`src/rtl/demux1to4_stream_pkg.sv`:
```
// Shared defaults and helpers for the 1-to-N stream demultiplexer.
package demux1to4_stream_pkg;

    localparam int DEF_DATA_W = 8;
    localparam int DEF_NUM_CH = 4;
    localparam int DEF_SEL_W  = 2;

    // Bit offset of channel k inside the flattened out_data bus.
    function automatic int chan_slice(input int k, input int data_w);
        return k * data_w;
    endfunction

endpackage

```
`src/rtl/demux_chan_reg.sv`:
```
// One-entry holding register with load / valid / ready for one output channel.
// A load in the same cycle as a drain wins, which gives bubble-free pass-through.
module demux_chan_reg
    import demux1to4_stream_pkg::*;
#(
    parameter int DATA_W = DEF_DATA_W
) (
    input  logic              clk,
    input  logic              rst_n,
    input  logic              load,
    input  logic [DATA_W-1:0] load_data,
    input  logic              ready,
    output logic [DATA_W-1:0] data,
    output logic              valid
);

    logic [DATA_W-1:0] data_p1;
    logic              vld_p1;

    // Stage p1: capture a new beat, otherwise clear valid once the consumer takes it.
    always_ff @(posedge clk or negedge rst_n) begin
        if (!rst_n) begin
            data_p1 <= '0;
            vld_p1  <= 1'b0;
        end else if (load) begin
            data_p1 <= load_data;
            vld_p1  <= 1'b1;
        end else if (vld_p1 && ready) begin
            vld_p1  <= 1'b0;
        end
    end

    assign data  = data_p1;
    assign valid = vld_p1;

endmodule

```
`src/rtl/demux1to4_stream.sv`:
```
// Registered 1-to-NUM_CH stream demultiplexer. The destination comes from in_sel
// or from a round-robin slot counter; an out-of-range destination is consumed
// and reported with a one-cycle drop pulse.
module demux1to4_stream
    import demux1to4_stream_pkg::*;
#(
    parameter int DATA_W = DEF_DATA_W,
    parameter int NUM_CH = DEF_NUM_CH,
    parameter int SEL_W  = DEF_SEL_W
) (
    input  logic                     clk,
    input  logic                     rst_n,
    input  logic [DATA_W-1:0]        in_data,
    input  logic [SEL_W-1:0]         in_sel,
    input  logic                     in_valid,
    output logic                     in_ready,
    input  logic                     auto_rr,
    input  logic                     slot_clr,
    output logic [NUM_CH*DATA_W-1:0] out_data,
    output logic [NUM_CH-1:0]        out_valid,
    input  logic [NUM_CH-1:0]        out_ready,
    output logic [SEL_W-1:0]         slot,
    output logic                     drop_pulse
);

    logic [SEL_W-1:0]  dest;
    logic [SEL_W-1:0]  slot_p1;
    logic              drop_p1;
    logic              in_range;
    logic              sel_rdy;
    logic              acc;
    logic [NUM_CH-1:0] load;

    // Destination select: slot counter in TDM mode, in_sel otherwise.
    always_comb begin
        dest = auto_rr ? slot_p1 : in_sel;
    end

    // Ready mux: the addressed channel must be empty or draining; unmatched
    // (out-of-range) destinations are always ready so the beat can be dropped.
    always_comb begin
        in_range = 1'b0;
        sel_rdy  = 1'b1;
        for (int k = 0; k < NUM_CH; k++) begin
            if (dest == SEL_W'(k)) begin
                in_range = 1'b1;
                sel_rdy  = ~out_valid[k] | out_ready[k];
            end
        end
    end

    assign in_ready = sel_rdy;
    assign acc      = in_valid & sel_rdy;

    // One-hot load strobe toward the addressed channel register.
    always_comb begin
        load = '0;
        for (int k = 0; k < NUM_CH; k++) begin
            load[k] = acc & (dest == SEL_W'(k));
        end
    end

    // Stage p1: slot counter; clear wins over advance, wrap keeps it in range.
    always_ff @(posedge clk or negedge rst_n) begin
        if (!rst_n) begin
            slot_p1 <= '0;
        end else if (slot_clr) begin
            slot_p1 <= '0;
        end else if (auto_rr && acc) begin
            slot_p1 <= (slot_p1 == SEL_W'(NUM_CH - 1)) ? '0 : slot_p1 + 1'b1;
        end
    end

    // Stage p1: flag a consumed beat that had no channel to land in.
    always_ff @(posedge clk or negedge rst_n) begin
        if (!rst_n) begin
            drop_p1 <= 1'b0;
        end else begin
            drop_p1 <= acc & ~in_range;
        end
    end

    assign slot       = slot_p1;
    assign drop_pulse = drop_p1;

    for (genvar k = 0; k < NUM_CH; k++) begin : g_chan
        demux_chan_reg #(
            .DATA_W (DATA_W)
        ) u_chan (
            .clk       (clk),
            .rst_n     (rst_n),
            .load      (load[k]),
            .load_data (in_data),
            .ready     (out_ready[k]),
            .data      (out_data[chan_slice(k, DATA_W) +: DATA_W]),
            .valid     (out_valid[k])
        );
    end

endmodule

```
`config.mk`:
```
export PLATFORM = sky130hd
export DESIGN_NAME = demux1to4_stream
export DESIGN_NICKNAME = d
export VERILOG_FILES = /design/src/rtl/demux1to4_stream_pkg.sv /design/src/rtl/demux_chan_reg.sv /design/src/rtl/demux1to4_stream.sv
export SDC_FILE = /design/constraint.sdc
export NUM_CORES = 1
export LEC_CHECK = 0
export CAP_MARGIN = 20
export CORE_ASPECT_RATIO = 0.8
export CORE_MARGIN = 2
export CORE_UTILIZATION = 47
export DETAILED_ROUTE_END_ITERATION = 7
export GPL_TIMING_DRIVEN = 0
export HOLD_SLACK_MARGIN = 0.02
export PLACE_DENSITY = 0.93
export SYNTH_ARGS = -nofsm -noshare
export SYNTH_HDL_FRONTEND = slang
export SYNTH_SLANG_ARGS = --single-unit
export TNS_END_PERCENT = 50
```
`constraint.sdc`:
```
create_clock -name clk -period 3.3 [get_ports clk]
set_input_delay 0.495 -clock clk [delete_from_list [all_inputs] [get_ports clk]]
set_output_delay 0.495 -clock clk [all_outputs]
set_load 0.005 [all_outputs]
```
==> results.md <==
* Dominant synthesized flop cell: dfrtp_1
* Top post-synthesis cells by area: dfrtp_1, mux2_2, nor2_4
* Syn Nets at around 140
* Max-Cap Viols at 0
* # diodes at 0
* FF-to-FF setup slack at between 1 and 1.5 ns
* DR WL/cell at about 18 um
* NumNets Final at between 200 and 250
* Crit-path cells: clkdlybuf4s50_1, mux2i_1, mux2i_1, a221oi_4, inv_1, clkdlybuf4s50_1
* Slew @ Worst Pin at around 0.84 ns
* Clock Power Share at 25.8%
* Cell with the most instances after synthesis: dfrtp_1
* Vias/cell at 5.28
* Met2 usage at around 34%
* Number of I/O pins at between 50 and 60
* WL final at roughly 3900 um
* Area taken by multi-input logic gates at between 600 and 700 sq um
* Most Crowded Layer GR: met2
* DIE WIDTH at between 70 and 80 um
* First-pass GRT wire length at about 6300 um
* FILL cells at 234
* Crit end category: output pin
* Post-synth ARST share at 100%
* Resized cells post-CTS at 0
* RSZ-0062 raised after global routing: no
* Worst flop-to-flop path startpoint: slot[0]
* Die Y at 57.1 um
* Part of the power in registers at 43.6%
* Routing usage on met3 at about 11%
* Leakage at 1.02 nW
* Worst hold-check path type: primary input to async pin
* Worst vdd ir at 0.000449 V
* Worst rel slew slack at ~44%
* Sw frac at between 20 and 30%
* Critical path peak fanout at 7
* Area leader, netlist: dfrtp_1
* Cells after Synth at 117
* Type of origin of the critical path: primary input
* Mean Syn Cell Area at between 10 and 15 sq um
* Final HPWL DP at around 3000 um
* Synthesized area at roughly 0.0017 sq mm
* Worst EP required at 2.80 ns
* Drt pass-1 iters at 4
* Vias in the first global route at between 1000 and 1500
* WP depth at 6
* CP max-delay cell: a221oi_4
* DP Area at around 0.0023 sq mm
* Tmin final at slightly above 3 ns
* Register-to-Register Path Depth at 5
* Initial antenna violation count at 0
* TritonCTS clock tree: yes
* Logic pwr share at between 30% and 40%
* Max stage delay on crit path at ~0.55 ns
* Row count at 19
* GRT Residual Overflow at 0
* Top cell type's share of synthesized area at between 50% and 60%
* Fraction of layout cells with a size suffix above 1 at between 20% and 30%
* PortBufs at 57
* PD cells at 638 mW/mm^2
* Initial Util at 48.8%
* Fmax at 0.329 GHz
* CP bufs+invs at 3
* Register Area at 976 sq um
* Final instance area at 0.00239 sq mm
* Initial DRC count at approximately 110
* Seq/Total Area, Yosys at 58.8%
* H-tree depth at 2
* Antenna Nets Post-Route at 0
* # DRC at 0
* CP arrival at 2.55 ns
* Most common library cells after synthesis: dfrtp_1, mux2_2, nand2_1
* Critical Path Source: in_sel[0]
* Setup CP Type: primary input to output pin
* Synth warn at 0
* Flops & latches, synth at 39
* Yosys cell types at 26
* Final hold vios at 0
* Die Area at roughly 0.004 sq mm
* Post-synth EDFFs at 0
* Clk Latency, worst-skew pair at about 0.29 ns
* Power Internal at around 1.1 mW
* Clock Tree Buf Depth at 2
* Core area at around 0.0034 sq mm
* Hold Buf Count CTS at 0
* Final clock skew at ~0.0045 ns
* FF-to-FF End: g_chan[1].u_chan.data[6]
* Final worst path period share at 92.2%
* Met1 Usage GRT at roughly 25%
* Sinks on Clock Net at 39
* Status: complete, no violations
* Clock root cell: clkbuf_8
* Worst setup path endpoint: in_ready
* Num CTS Buffers at 5
* Finish-stage setup viols at 0
* Worst-path clk slew at around 0.08 ns
* Setup TNS at 0 ns
* Max Slew Vio Count at 0
* GPL Wtd Cong at between 0.8 and 0.9
* Post-CTS Repair Setup Buffers at 0
* Area grow syn2layout at 44.0%
* Top delay family on crit path: buffers and inverters
* GRT Overall Usage at between 20% and 30%
* Pin count of the biggest net entering global routing at 40
* Sw Pwr at between 0.3 and 0.4 mW
* Vias at ~1200
==> metrics by stage <==
| stage | util [%] | cells | power [mW] | setup WS (ns) | hold WS, ns |
|---|---|---|---|---|---|
| after CTS | 70.3 | 224 | 1.54 | 0.282 | 0.327 |
| after global placement | 67.1 | 216 | 1.11 | 0.386 | 0.472 |
| after floorplan | - | 117 | 0.819 | 1.22 | 0.199 |
| final | 70.3 | 224 | 1.52 | 0.256 | 0.294 |
| after global routing | 70.3 | 224 | 1.61 | 0.170 | 0.363 |
| after detailed placement | 67.0 | 216 | 1.14 | 0.302 | 0.479 |
==> final cells by class <==
type / count / area share, %
sequential: 39 / 40.8
multi-input combinational: 70 / 26.4
timing repair buffer: 57 / 23.7
clock buffer: 5 / 2.88
tap: 42 / 2.20
clock inverter: 3 / 1.83
buffer: 5 / 1.73
inverter: 3 / 0.471
==> per-layer routing <==
metal | part of all wire [%] | up-vias
met2 | 49 | 57
met4 | 0.74 | 0
li1 | - | 532
met1 | 40 | 590
met3 | 10 | 4
met5 | 0 | -
==> placed cells by master (no fill, tap or decap), types with 2 or more instances in the layout <==
master,n
a21oi_1,4
buf_4,4
clkbuf_8,5
clkdlybuf4s50_1,56
dfrtp_1,39
inv_1,3
mux2_2,30
mux2i_1,2
nand2_1,5
nand2b_1,4
nand3b_1,2
nor2_4,3
nor2b_1,4
o21ai_0,3
==> power groups by stage <==
stage               combinational [mW]  clock [mW]  sequential [mW]
global route                     0.500       0.431            0.679
detailed placement               0.470           0            0.675
floorplan                        0.147           0            0.672
CTS                              0.474       0.403            0.666
global placement                 0.452           0            0.661
finish                           0.466       0.394            0.665
==> cells by family after synthesis <==
group / share of synthesized area, %
fa+ha+maj: 0.754
other cells: 0.226
mux: 23.2
compound gates: 4.30
buf+inv: 3.17
simple gates: 9.58
flops: 58.8
==> state kept, by name (all words and copies together) (netlist names) <==
name	count
g_chan.u_chan.data	32
g_chan.u_chan.valid	4
slot	2
drop_pulse	1
==> worst min-delay path by stage <==
stage | slack, ns | to
global placement | 0.47 | g_chan[1].u_chan.data[6]
global route | 0.36 | slot[1]
detailed placement | 0.48 | g_chan[1].u_chan.data[6]
finish | 0.29 | slot[1]
CTS | 0.33 | slot[1]
floorplan | 0.20 | drop_pulse
Note: power is estimated with default switching activity, not from simulation.
